### src/rtl/grad_square.sv
// grad_square: unsigned squares of a signed Sobel gradient pair (gx^2, gy^2) by iterative shift-add.
// Latency: out_valid rises IN_W edges after the accepting edge; one result per IN_W+2 edges back-to-back.
// Backpressure: result held in HOLD until out_ready; in_ready is low from acceptance until the result is consumed.
module grad_square #(
  parameter int IN_W  = 9,
  parameter int OUT_W = 17
) (
  input  logic                   clk,
  input  logic                   rst_n,
  input  logic                   in_valid,
  output logic                   in_ready,
  input  logic signed [IN_W-1:0] gx,
  input  logic signed [IN_W-1:0] gy,
  output logic                   out_valid,
  input  logic                   out_ready,
  output logic [OUT_W-1:0]       sqrx,
  output logic [OUT_W-1:0]       sqry,
  output logic                   busy
);

  // Step counter only needs to reach IN_W-1.
  localparam int CNT_W = (IN_W > 1) ? $clog2(IN_W) : 1;
  localparam logic [CNT_W-1:0] LAST_STEP = CNT_W'(IN_W - 1);

  typedef enum logic [1:0] {
    IDLE = 2'd0,
    CALC = 2'd1,
    HOLD = 2'd2
  } state_t;

  state_t           state_q;
  logic [CNT_W-1:0] cnt_q;

  // Per-lane shift-add operands: multiplicand grows left, multiplier drains right.
  logic [OUT_W-1:0] mcand_x_q, mcand_y_q;
  logic [IN_W-1:0]  mplr_x_q,  mplr_y_q;
  logic [OUT_W-1:0] acc_x_q,   acc_y_q;
  logic [OUT_W-1:0] sqrx_q,    sqry_q;
  logic             out_valid_q;

  logic [IN_W-1:0]  abs_x_d,   abs_y_d;
  logic [OUT_W-1:0] acc_x_d,   acc_y_d;

  // Magnitudes as IN_W-bit unsigned: the most negative code negates to itself,
  // whose unsigned reading is exactly 2^(IN_W-1).
  always_comb begin
    abs_x_d = gx[IN_W-1] ? $unsigned(-gx) : $unsigned(gx);
    abs_y_d = gy[IN_W-1] ? $unsigned(-gy) : $unsigned(gy);
  end

  // Accumulator value after the current step; used both for the step and the final load.
  always_comb begin
    acc_x_d = acc_x_q + (mplr_x_q[0] ? mcand_x_q : '0);
    acc_y_d = acc_y_q + (mplr_y_q[0] ? mcand_y_q : '0);
  end

  // Control FSM plus datapath registers; every output is registered or decoded from state.
  always_ff @(posedge clk or negedge rst_n) begin
    if (!rst_n) begin
      state_q     <= IDLE;
      cnt_q       <= '0;
      mcand_x_q   <= '0;
      mcand_y_q   <= '0;
      mplr_x_q    <= '0;
      mplr_y_q    <= '0;
      acc_x_q     <= '0;
      acc_y_q     <= '0;
      sqrx_q      <= '0;
      sqry_q      <= '0;
      out_valid_q <= 1'b0;
    end else begin
      case (state_q)
        IDLE: begin
          if (in_valid) begin
            mcand_x_q <= {{(OUT_W-IN_W){1'b0}}, abs_x_d};
            mcand_y_q <= {{(OUT_W-IN_W){1'b0}}, abs_y_d};
            mplr_x_q  <= abs_x_d;
            mplr_y_q  <= abs_y_d;
            acc_x_q   <= '0;
            acc_y_q   <= '0;
            cnt_q     <= '0;
            state_q   <= CALC;
          end
        end
        CALC: begin
          acc_x_q   <= acc_x_d;
          acc_y_q   <= acc_y_d;
          mcand_x_q <= mcand_x_q << 1;
          mcand_y_q <= mcand_y_q << 1;
          mplr_x_q  <= mplr_x_q >> 1;
          mplr_y_q  <= mplr_y_q >> 1;
          cnt_q     <= cnt_q + CNT_W'(1);
          if (cnt_q == LAST_STEP) begin
            // Last multiplier bit: publish the sums including this step.
            sqrx_q      <= acc_x_d;
            sqry_q      <= acc_y_d;
            out_valid_q <= 1'b1;
            state_q     <= HOLD;
          end
        end
        HOLD: begin
          if (out_ready) begin
            out_valid_q <= 1'b0;
            state_q     <= IDLE;
          end
        end
        default: begin
          state_q <= IDLE;
        end
      endcase
    end
  end

  assign in_ready  = (state_q == IDLE);
  assign busy      = (state_q == CALC) || (state_q == HOLD);
  assign out_valid = out_valid_q;
  assign sqrx      = sqrx_q;
  assign sqry      = sqry_q;

endmodule
### config.mk
export PLATFORM = sky130hd
export DESIGN_NAME = grad_square
export DESIGN_NICKNAME = d
export VERILOG_FILES = /design/src/rtl/grad_square.sv
export SDC_FILE = /design/constraint.sdc
export NUM_CORES = 1
export LEC_CHECK = 0
export BUFFER_PORTS_ARGS = -buffer_cell sky130_fd_sc_hd__buf_2
export CAP_MARGIN = 20
export CORE_MARGIN = 4
export CORE_UTILIZATION = 32
export CTS_CLUSTER_DIAMETER = 100
export CTS_CLUSTER_SIZE = 30
export DETAILED_ROUTE_END_ITERATION = 16
export SYNTH_ARGS = -nofsm -noshare
export SYNTH_HDL_FRONTEND = slang
export SYNTH_SLANG_ARGS = --single-unit
export TNS_END_PERCENT = 5
### constraint.sdc
create_clock -name clk -period 3 [get_ports clk]
set_input_delay 0.3 -clock clk [delete_from_list [all_inputs] [get_ports clk]]
set_output_delay 0.3 -clock clk [all_outputs]
set_load 0.05 [all_outputs]
; ---- Word-level counts from Yosys, hierarchy flattened
; Cells that the tools add are included.
[word_totals]
in_bits = 22
memories = 0
romBits = 0
latch_bits = 0
wordCells = 54
mem_bits_rw = 0
ff_bits = 127
[classes]
order_cmp = 0
div_mod_pow = 0
bitwise_logic = 0
n_shift = 0
n_mul = 0
reduce_logical = 8
eq_ne = 6
add_sub_neg = 5
mux = 24
[ops]
columns = operator, count
row1 = 17-bit one-hot mux with 2 select lines, 4
row2 = 17-bit 2-to-1 mux, 5
row3 = 9-bit 2-to-1 mux, 4
row4 = 9-bit one-hot mux with 2 select lines, 2
row5 = 17-bit adder, 2
row6 = 9-bit negator, 2
row7 = 4-bit one-hot mux with 2 select lines, 1
row8 = 2-bit 2-to-1 mux, 3
row9 = "2-bit inequality test, second input constant", 3
row10 = 2-bit one-hot mux with 3 select lines, 1
row11 = 3-bit AND reduction, 2
row12 = "4-bit by 1-bit adder with 4-bit output, second input constant", 1
row13 = "4-bit equality test, second input constant", 1
row14 = 4-bit 2-to-1 mux, 1
row15 = 2-bit AND reduction, 2
row16 = 2-bit nonzero test, 2
row17 = "2-bit by 1-bit equality test with 1-bit output, second input constant", 1
row18 = "2-bit equality test, second input constant", 1
row19 = 2-bit zero test, 1
row20 = 1-bit 2-to-1 mux, 2
row21 = 1-bit one-hot mux with 2 select lines, 1
row22 = 1-bit logical OR, 1

; ---- Longest topological paths before layout
; Gate-level depths: netlist of run 1.
[depth]
ltp_word = 4
depth_mapped = 11
ltp_nobuf = 10

; ---- Worst setup path after synthesis of run 1
; Ideal clock, no wire load.
[synth_timing]
kind = reg2reg
start = register mplr_x_q[0]
end = register acc_x_q[16]
n_path_buf = 1
required_ns = 2.870
stages_incl_launch_ff = 12
synth_period_minus_slack_ns = 2.630
arrival_ns = 2.500
setup_slack_ns = 0.370
path_cell_list = dfrtp_1 clkbuf_1 and2_1 ha_1 fa_1 a21oi_1 o21ai_1 a2111oi_2 nor3_1 a211oi_2 xnor2_1 o21ai_1
[synth_via]
elab_chain_len = 3
[synth_lines]
columns = element, line_no
row1 = from (decl), 36  ; logic [IN_W-1:0] mplr_x_q, mplr_y_q;
row2 = from (signal assigned), 77  ; mplr_x_q <= abs_x_d;
row3 = from (signal assigned), 90  ; mplr_x_q <= mplr_x_q >> 1;
row4 = 17-bit 2-to-1 mux, 53  ; acc_x_d = acc_x_q + (mplr_x_q[0] ? mcand_x_q : '0);
row5 = 17-bit adder, 53
row6 = 17-bit one-hot mux with 2 select lines, 72  ; case (state_q)
row7 = to (signal assigned), 66  ; acc_x_q <= '0;
row8 = to (signal assigned), 79  ; acc_x_q <= '0;
row9 = to (signal assigned), 86  ; acc_x_q <= acc_x_d;
row10 = to (decl), 37  ; logic [OUT_W-1:0] acc_x_q, acc_y_q;
; No other way between the ends.
; A chain may end at the register's enable or synchronous reset.

; ---- Final worst setup path of run 1
[layout_timing]
start = register mplr_y_q[0]
end = register sqry_q[16] (netlist: sqry[16])
[layout_via]
elab_chain_len = 2
[layout_lines]
columns = element, line_no
row1 = from (decl), 36
row2 = from (signal assigned), 78  ; mplr_y_q <= abs_y_d;
row3 = from (signal assigned), 91  ; mplr_y_q <= mplr_y_q >> 1;
row4 = 17-bit 2-to-1 mux, 54  ; acc_y_d = acc_y_q + (mplr_y_q[0] ? mcand_y_q : '0);
row5 = 17-bit adder, 54
row6 = to (signal assigned), 96  ; sqry_q <= acc_y_d;
row7 = to (decl), 38  ; logic [OUT_W-1:0] sqrx_q, sqry_q;
; No other way between the ends.

==> qor.txt, run 1 <==
Endpoints failing setup - 0
Mapped Avg Cell Area - 9.420 um^2
Clk_skew - 0.01062 ns
Synth cell types - 50
First-pass GRT wire length - 27.10 mm
Final Cycle Share - 91.83%
Post-synth ARST share - 100.0%
CP Launch Point - mplr_y_q[0]$_DFFE_PN0P_
Routed WL per cell - 14.76 um
Num CTS Buffers - 17
Status - finished clean
Die extent in y - 153.5 um
RSZ-0062 raised after global routing - false
CTS tree - done
Clk Latency, worst-skew pair - 0.42 ns
Critical Path RT - 3.26 ns
Pwr dens - 1109 nW/um^2
Iteration-0 DRC count of the detailed router - 308
Post-Layout Inst Area - 8049 um^2
CTS max path bufs - 2
Hold buffers post-CTS - 1
Critical Path Sink Type - register
Max-cap violations - 0
Post-synth EDFFs - 0
Crit Reg-Reg Startpoint - mplr_y_q[0]$_DFFE_PN0P_
Slowest stage delay, CP - 0.44 ns
Crit Path Class - register to register
Total clock sinks - 127
Worst Tran Pin Value - 0.9734 ns
Root Buffer - clkbuf_16
VDD IR max - 0.4646 mV
Antenna violations before repair - 0
Startpoint Class - register
Layout fillers - 2051
FP Rows - 52
Vias/cell - 4.946
Post-cts sizing count - 0
Commonest cells after routing, fill and taps aside - dfrtp_1, nand2_1, o21ai_0, buf_2, a21oi_1
H-tree depth - 4
Seq. cell area - 3178 um^2
Post-synthesis cell count - 719
IO Port Bufs - 58
Fin. Hold Viols - 0
Num ports - 59
Die area - 23560 um^2
Postcts setup bufs - 0
Clock transition at the registers of the reported paths - 0.06 ns
Cell breakdown of the critical path - buf_4 > and2_1 > fa_1 > a21o_1 > a221o_1 > a211oi_2 > o221ai_2 > xor2_2 > xnor2_1 > o21ai_1
Vias in the first global route - 5271
# diodes - 0
Predominant post-synthesis flop cell - dfrtp_1
Tot GR Track Use - 13.90%
Total Nets Final - 840
CP Max Fanout - 16
Placed Area - 7411 um^2
Area of the multi-input gates - 3400 um^2
Min-delay src - gx[0]
Sequential share of the synthesized area - 46.92%
TNS Setup - 0 ns
Die width - 153.5 um
WHS Path Cells - 3
Routed WL - 15.65 mm
Hold Crit Class - primary input to register
F_max - 0.3630 GHz
Final Util - 39.27%
Worst path slowest cell - fa_1
Critical Path AT - 3.02 ns
Reg2reg path depth - 10
Fraction of layout cells with a size suffix above 1 - 15.32%
Largest net degree at the start of global routing - 55
Max-slew headroom - 35.11%
Post-synthesis register bit count - 127
Final Max Slew Viols - 0
Via Count - 5243
Net count after synthesis - 782
Post-layout min period - 2.755 ns
Synth Cell Area - 6773 um^2
WHS - 0.2174 ns
Post-DRT Antenna Nets - 0
Area delta synth->final - 18.84%
Most common cell after layout, fill and taps aside - dfrtp_1
DR pass1 iterations - 5
Placer Congestion - 0.8595
Remaining DRCs - 0
Initial Util - 33.05%
Leakage - 3.780 nW
Placeable Area - 20490 um^2
HPWL after DPL - 11.31 mm
YS warnings - 0
GRT overflow - 0
path summary, 6_finish.rpt:
path | end | slack [ns]
worst max-delay path | sqry[16]$_DFFE_PN0P_ | 0.25
worst min-delay path | mplr_x_q[0]$_DFFE_PN0P_ | 0.22
worst max register to register | sqry[16]$_DFFE_PN0P_ | 0.25
worst min register to register | sqry[8]$_DFFE_PN0P_ | 0.47
max in group asynchronous | sqrx[11]$_DFFE_PN0P_ | 2.04
min in group asynchronous | sqrx[0]$_DFFE_PN0P_ | 0.29
stage by stage:
step	total power [mW]	cells	setup slack [ns]
final	8.928	1060	0.2450
after global routing	9.635	1060	0.1275
after CTS	9.026	1060	0.2348
after detailed placement	6.806	1027	0.2337
after global placement	6.752	1027	0.3388
after floorplan	5.678	719	0.3699
critical path, delay by kind of cell (launching register included):
family | cells | cell delay [ns]
xor+xnor | 2 | 0.38
fa+ha+maj | 1 | 0.44
buf+inv | 1 | 0.18
flops | 1 | 0.38
simple gates | 1 | 0.17
compound gates | 5 | 1.06
state kept, by name, indices dropped and copies added (netlist names):
signal	flops
sqry	17
acc_x_q	17
acc_y_q	17
mcand_y_q	17
cnt_q	4
out_valid	1
mcand_x_q	17
state_q	2
mplr_y_q	9
sqrx	17
mplr_x_q	9
cells by family (layout without fill, tap and decap cells):
group,Yosys count,in the layout,synth area share [%]
AOI/OAI and AO/OA,223,223,20.47
xor gates and xnor gates,44,44,5.801
adders and majority gates,41,41,7.796
buffers and inverters,52,123,3.085
DFF,127,127,46.92
muxes,4,4,0.6650
and+or+nand+nor,228,228,15.26
layout make-up:
| class | count | area share [%] |
|---|---|---|
| multi-input cells | 540 | 42.24 |
| flip-flops and latches | 127 | 39.48 |
| clock buffers | 23 | 6.187 |
| repair buffers | 71 | 5.347 |
| well taps | 270 | 4.197 |
| clock inverters | 9 | 1.617 |
| inverters | 20 | 0.9327 |
per-layer routing:
| metal | track usage (%) | routed length (um) |
|---|---|---|
| met3 | 2.771 | 480 |
| met2 | 20.85 | 6819 |
| met4 | 4.331 | 198 |
| met5 | 0 | 0 |
| met1 | 20.23 | 8147 |
cells in the mapped netlist (all sizes together), types with 4 or more instances:
cell type,count,area share (%)
a221o,4,0.59
o22ai,4,0.37
inv,20,1.1
o31ai,6,0.74
dfrtp,127,47
and3,5,0.46
nand2b,4,0.37
a22o,20,2.6
nor3,8,0.59
mux2,4,0.67
xnor2,22,2.8
nand2,105,5.8
o21ai,96,7.1
nor2b,6,0.55
nor2,45,2.5
ha,39,7.2
xor2,22,3.0
clkbuf,29,1.6
a21o,14,1.6
and2,35,3.2
a31oi,7,0.74
a21oi,54,4.1
nand3,10,0.74
power by group:
group,switching [mW],total [mW],leakage [nW],internal [mW]
registers,0.381,2.69,1.65,2.31
logic,2.65,4.06,1.83,1.41
clock network,0.762,2.18,0.297,1.41
total,3.80,8.93,3.78,5.13
Power figures use the tool's default switching activity.
==> inputs of run 2 (changes only) <==
--- a/config.mk
+++ b/config.mk
@@ -12,6 +12,8 @@
 export CTS_CLUSTER_DIAMETER = 100
 export CTS_CLUSTER_SIZE = 30
 export DETAILED_ROUTE_END_ITERATION = 16
+export HOLD_SLACK_MARGIN = 0.12
+export RECOVER_POWER = 25
 export SYNTH_ARGS = -nofsm -noshare
 export SYNTH_HDL_FRONTEND = slang
 export SYNTH_SLANG_ARGS = --single-unit
==> run 2 against run 1 <==
  * Sequential share of layout area increased by 0.10 points
  * Core utilization shrank 0.10 points
  * Clock-buffer cell count unchanged
  * Die area unchanged
  * Routed wire length shrank 0.13%
  * Global-route usage unchanged
  * Cell area down 0.26%
  * Non-clock buffer count is the same
  * Worst hold slack got worse by 0.00082 ns
  * Sequential power hardly changed
  * Critical endpoint unchanged
  * Largest power group unchanged
==> qor.txt, run 2 (synthesized netlist as in run 1, its figures left out) <==
GRT overflow - 0 (unchanged)
Non-filler cells, final - 1060 (unchanged)
Commonest cells after routing, fill and taps aside - dfrtp_1, nand2_1, o21ai_0, buf_2, a21oi_1
Clock share of power - 24.4% (about the same)
Tot Pwr - 8.924 mW (about the same)
Die width - 153.5 um (unchanged)
Remaining DRCs - 0 (unchanged)
Largest net degree at the start of global routing - 55 (unchanged)
Placer Congestion - 0.8595 (unchanged)
Post-DRT Antenna Nets - 0 (unchanged)
Reg-to-reg slack, setup - 0.25 ns (about the same)
Vias in the first global route - 5271 (unchanged)
Routed WL - 15.62 mm (-0.13%)
Crit path buffers/inverters - 1 (unchanged)
Die extent in y - 153.5 um (unchanged)
CTS tree - done
Critical Path RT - 3.26 ns (about the same)
CP Max Fanout - 16 (unchanged)
Worst path depth - 10 (unchanged)
Critical Path Sink Type - register
DR pass1 iterations - 5 (unchanged)
IO Port Bufs - 58 (unchanged)
Delay-heaviest family, CP - compound AO/OA/AOI/OAI gates
Hold Crit Class - primary input to register
Max-cap violations - 0 (unchanged)
Via Count - 5258 (+0.29%)
Area delta synth->final - 18.53%
Clk_skew - 0.01110 ns (+0.0004842 ns)
Switching Share - 42.55% (about the same)
Antenna violations before repair - 0 (unchanged)
Cell Count Post-Placement - 1027 (unchanged)
Layout fillers - 2053 (+0.098%)
Clock transition at the registers of the reported paths - 0.06 ns (about the same)
Reg-to-Reg End - sqry[16]$_DFFE_PN0P_
Status - finished clean
Fraction of layout cells with a size suffix above 1 - 15.19% (-0.13 points)
Post-layout min period - 2.749 ns (-0.005918 ns)
Final Cycle Share - 91.64% (-0.20 points)
Critical Path AT - 3.01 ns (about the same)
Iteration-0 DRC count of the detailed router - 317 (+2.9%)
F_max - 0.3638 GHz (+0.22%)
Crit Reg-Reg Startpoint - mplr_y_q[0]$_DFFE_PN0P_
Worst path slowest cell - fa_1
Seq. cell area - 3178 um^2 (unchanged)
Fin. Hold Viols - 0 (unchanged)
Placeable Area - 20490 um^2 (unchanged)
CP Launch Point - mplr_y_q[0]$_DFFE_PN0P_
Total Nets Final - 840 (unchanged)
Leakage - 3.771 nW (-0.25%)
Startpoint Class - register
Routed WL per cell - 14.74 um (-0.13%)
Num ports - 59 (unchanged)
Psw - 3.797 mW (about the same)
TNS Setup - 0 ns (unchanged)
Clk Latency, worst-skew pair - 0.42 ns (about the same)
Num CTS Buffers - 17 (unchanged)
Slowest stage delay, CP - 0.44 ns (about the same)
HPWL after DPL - 11.31 mm (unchanged)
Die area - 23560 um^2 (unchanged)
Total clock sinks - 127 (unchanged)
Final Max Slew Viols - 0 (unchanged)
Pwr dens - 1112 nW/um^2 (+0.22%)
FP Rows - 52 (unchanged)
Root Buffer - clkbuf_16
Final Util - 39.17% (-0.10 points)
# diodes - 0 (unchanged)
Seq pwr share - 30.1% (about the same)
Initial Util - 33.05% (unchanged)
RSZ-0062 raised after global routing - false
Tot GR Track Use - 13.90% (unchanged)
Comb power frac - 45.5% (about the same)
VDD IR max - 0.4646 mV (about the same)
Area of the multi-input gates - 3400 um^2 (unchanged)
H-tree depth - 4 (unchanged)
Crit Path Class - register to register
First-pass GRT wire length - 27.10 mm (unchanged)
Int Power - 5.127 mW (about the same)
Vias/cell - 4.960 (+0.29%)
Max-slew headroom - 11.51% (-24 points)
CP endpoint - sqry[16]$_DFFE_PN0P_
Worst Tran Pin Value - 1.327 ns (+0.3539 ns)
Cell breakdown of the critical path - buf_4 > and2_1 > fa_1 > a21o_1 > a221o_1 > a211oi_2 > o221ai_2 > xor2_2 > xnor2_1 > o21ai_1
CTS max path bufs - 2 (unchanged)
Reg2reg path depth - 10 (unchanged)
Most common cell after layout, fill and taps aside - dfrtp_1
Endpoints failing setup - 0 (unchanged)
==> run 2: worst min path at each step <==
stage / depth (start not counted) / slack (ns) / start / end
global placement: 1 / 0.19 / rst_n / sqrx[0]$_DFFE_PN0P_
global route: 3 / 0.22 / gx[0] / mplr_x_q[0]$_DFFE_PN0P_
detailed placement: 1 / 0.20 / rst_n / sqrx[0]$_DFFE_PN0P_
floorplan: 0 / 0.004 / rst_n / acc_x_q[0]$_DFFE_PN0P_
finish: 3 / 0.22 / in_valid / state_q[0]$_DFFE_PN0P_
CTS: 3 / 0.20 / gx[0] / mplr_x_q[0]$_DFFE_PN0P_
==> run 2: cell type report <==
type                            count  share of cell area (%)
Clock inverter                      9                   1.621
Sequential cell                   127                   39.59
Multi-Input combinational cell    540                   42.35
Timing Repair Buffer               71                   5.097
Inverter                           20                  0.9352
Clock buffer                       23                   6.203
Tap cell                          270                   4.208
==> run 2: power by group through the flow <==
stage | clock network, mW | logic (mW) | registers [mW]
after floorplan | 0 | 2.64 | 3.04
after global placement | 0 | 4.04 | 2.71
after detailed placement | 0 | 4.09 | 2.72
after CTS | 2.22 | 4.11 | 2.69
after global routing | 2.30 | 4.56 | 2.77
final | 2.18 | 4.06 | 2.69
==> run 2: stage by stage <==
step                      instance area [um^2]  setup WS (ns)  hold slack [ns]
final                                     8028         0.2509           0.2166
after global routing                      8028         0.1050           0.2224
after CTS                                 8049         0.2348           0.1955
after detailed placement                  7411         0.2337           0.1958
after global placement                    7411         0.3388           0.1932
after floorplan                           6773         0.3699         0.004409
==> run 2: tightest hold or removal path, delay by kind of cell <==
kind / cells / cell delay (ns)
buffers and inverters: 1 / 0.13
AND/OR/NAND/NOR: 1 / 0.10
AO/OA/AOI/OAI: 1 / 0.07
==> run 2: timing repair <==
action                    4_1_cts  5_1_grt
buffers inserted                0        0
gates resized for setup         0        0
hold buffers                    1        0
hold endpoints to repair       68        0
==> run 2: metal layers <==
metal,routed length (um),global-route usage (%)
met1,8174,20.23
met4,197,4.331
met3,449,2.771
met2,6803,20.85
met5,0,0
==> inputs of run 3 (changes only) <==
--- a/config.mk
+++ b/config.mk
@@ -7,7 +7,7 @@
 export LEC_CHECK = 0
 export BUFFER_PORTS_ARGS = -buffer_cell sky130_fd_sc_hd__buf_2
 export CAP_MARGIN = 20
-export CORE_MARGIN = 4
+export CORE_MARGIN = 5
 export CORE_UTILIZATION = 32
 export CTS_CLUSTER_DIAMETER = 100
 export CTS_CLUSTER_SIZE = 30
==> run 3 against run 2 <==
  * Critical path depth stayed put
  * Total power is 0.85% lower
  * Cell area is 0.12% lower
  * Sequential share of layout area hardly changed
  * Register-to-register slack hardly changed
  * Die area is 2.6% higher
  * Critical endpoint unchanged
  * Clock skew hardly changed
  * Highest routed layer unchanged
  * Core utilization is 0.91 points lower
  * First-iteration DRC count is 2.8% lower
  * Worst hold slack worse by 0.010 ns
  * Cell count is 0.57% higher
==> qor.txt, run 3 (synthesized netlist as in run 1, its figures left out) <==
Clock share of power - 23.9% (-0.5 points)
Seq. cell area - 3178 um^2 (unchanged)
Max-slew headroom - 9.959% (-1.6 points)
Total clock sinks - 127 (unchanged)
Placeable Area - 20960 um^2 (+2.2%)
Final Max Slew Viols - 0 (unchanged)
HPWL after DPL - 11.18 mm (-1.2%)
Worst Tran Pin Value - 1.351 ns (+0.02330 ns)
Area delta synth->final - 18.38%
IO Port Bufs - 58 (unchanged)
Commonest cells after routing, fill and taps aside - dfrtp_1, nand2_1, o21ai_0, buf_2, a21oi_1
Reg2reg path depth - 10 (unchanged)
Critical Path AT - 3.01 ns (about the same)
Seq pwr share - 30.3% (+0.2 points)
Post-layout min period - 2.742 ns (-0.007137 ns)
Routed WL - 15.51 mm (-0.71%)
Switching Share - 42.86% (+0.31 points)
Final Util - 38.26% (-0.91 points)
Total Nets Final - 841 (+0.12%)
Fin. Hold Viols - 0 (unchanged)
Critical Path RT - 3.27 ns (about the same)
Post-DRT Antenna Nets - 0 (unchanged)
Crit Reg-Reg Startpoint - mplr_y_q[0]$_DFFE_PN0P_
Vias in the first global route - 5228 (-0.82%)
VDD IR max - 0.3220 mV (-31%)
First-pass GRT wire length - 26.95 mm (-0.54%)
Slowest stage delay, CP - 0.44 ns (about the same)
Clock transition at the registers of the reported paths - 0.06 ns (about the same)
Endpoints failing setup - 0 (unchanged)
Routed WL per cell - 14.55 um (-1.3%)
RSZ-0062 raised after global routing - false
Iteration-0 DRC count of the detailed router - 308 (-2.8%)
Postcts setup bufs - 0 (unchanged)
Final Cycle Share - 91.40% (-0.24 points)
FP Rows - 53 (+1.9%)
WHS - 0.2064 ns (-0.01013 ns)
Hold Crit Class - primary input to register
Remaining DRCs - 0 (unchanged)
Die area - 24170 um^2 (+2.6%)
Min-delay src - gx[0]
Initial Util - 32.32% (-0.73 points)
Clk Latency, worst-skew pair - 0.42 ns (about the same)
Int Power - 5.056 mW (-1.4%)
Num CTS Buffers - 17 (unchanged)
Psw - 3.793 mW (-0.12%)
Tot GR Track Use - 13.64% (-0.26 points)
Delay-heaviest family, CP - compound AO/OA/AOI/OAI gates
Crit Path Class - register to register
F_max - 0.3647 GHz (+0.26%)
Layout fillers - 2149 (+4.7%)
Die extent in y - 155.5 um (+1.3%)
Fraction of layout cells with a size suffix above 1 - 15.55% (+0.36 points)
CTS max path bufs - 2 (unchanged)
Critical Path Sink Type - register
DR pass1 iterations - 4 (-1)
WHS Path Cells - 3 (unchanged)
CP Max Fanout - 16 (unchanged)
Num ports - 59 (unchanged)
CTS tree - done
H-tree depth - 4 (unchanged)
Startpoint Class - register
Cell breakdown of the critical path - buf_4 > and2_1 > fa_1 > a21o_1 > a221o_1 > a211oi_2 > o221ai_2 > xor2_2 > xnor2_1 > o21ai_1
Max-cap violations - 0 (unchanged)
Antenna violations before repair - 0 (unchanged)
Placer Congestion - 0.8645 (+0.58%)
Crit path buffers/inverters - 1 (unchanged)
Root Buffer - clkbuf_16
Reg-to-reg slack, setup - 0.26 ns (about the same)
Most common cell after layout, fill and taps aside - dfrtp_1
Vias/cell - 4.871 (-1.8%)
Largest net degree at the start of global routing - 54 (-1.8%)
GRT overflow - 0 (unchanged)
Reg-to-Reg End - sqry[16]$_DFFE_PN0P_
TNS Setup - 0 ns (unchanged)
Area of the multi-input gates - 3400 um^2 (unchanged)
Pwr dens - 1104 nW/um^2 (-0.72%)
Leakage - 3.770 nW (about the same)
Via Count - 5192 (-1.3%)
Die width - 155.5 um (+1.3%)
# diodes - 0 (unchanged)
Worst Hold Path EP - mplr_x_q[0]$_DFFE_PN0P_
Worst path slowest cell - fa_1
Comb power frac - 45.9% (+0.4 points)
Clk_skew - 0.01118 ns (+0.00007790 ns)
Status - finished clean
==> run 3: worst max-delay path by stage <==
stage,start,end,slack (ns),cells after the start
6_report,mplr_y_q[0]$_DFFE_PN0P_,sqry[16]$_DFFE_PN0P_,0.26,10
5_1_grt,rst_n,acc_x_q[3]$_DFFE_PN0P_,0.05,3
4_1_cts,mplr_y_q[0]$_DFFE_PN0P_,sqry[16]$_DFFE_PN0P_,0.24,10
3_5_place_dp,mplr_y_q[0]$_DFFE_PN0P_,sqry[16]$_DFFE_PN0P_,0.28,10
3_3_place_gp,mplr_y_q[0]$_DFFE_PN0P_,sqry[16]$_DFFE_PN0P_,0.33,10
2_1_floorplan,mplr_x_q[0]$_DFFE_PN0P_,acc_x_q[16]$_DFFE_PN0P_,0.37,11
==> run 3: power groups by stage <==
stage | sequential, mW | combinational [mW] | clock (mW)
after floorplan | 3.04 | 2.64 | 0
after global placement | 2.70 | 4.06 | 0
after detailed placement | 2.71 | 4.11 | 0
after CTS | 2.68 | 4.12 | 2.16
after global routing | 2.76 | 4.58 | 2.22
final | 2.68 | 4.06 | 2.11
==> run 3: repair_timing <==
action	4_1_cts	5_1_grt
resized for setup	0	0
hold buffers	1	0
endpoints found under the hold margin	50	0
==> run 3: tightest hold or removal path, cell delays in order <==
cell and delay, ns:
buf_2 0.09, inv_1 0.08, a21oi_1 0.12
==> run 3: cell type report <==
type	instances	area share (%)
clock buffers	23	6.336
repair buffers	72	5.087
flip-flops and latches	127	39.64
inverters	20	0.9363
multi-input cells	540	42.40
well taps	275	4.292
clock inverters	9	1.311
==> run 3: metrics by stage <==
stage / cells / setup WS (ns) / total power, mW / instance area, um^2
finish: 1066 / 0.2581 / 8.849 / 8018
global route: 1066 / 0.05039 / 9.563 / 8018
CTS: 1066 / 0.2409 / 8.966 / 8035
detailed placement: 1033 / 0.2781 / 6.813 / 7412
global placement: 1033 / 0.3337 / 6.754 / 7412
floorplan: 719 / 0.3699 / 5.678 / 6773
==> run 3: layer usage <==
layer	vias up	wire length, um	GRT usage [%]
li1	2647	-	-
met1	2452	7881	19.74
met2	75	6905	20.54
met3	18	507	2.865
met4	0	218	4.127
met5	-	0	0
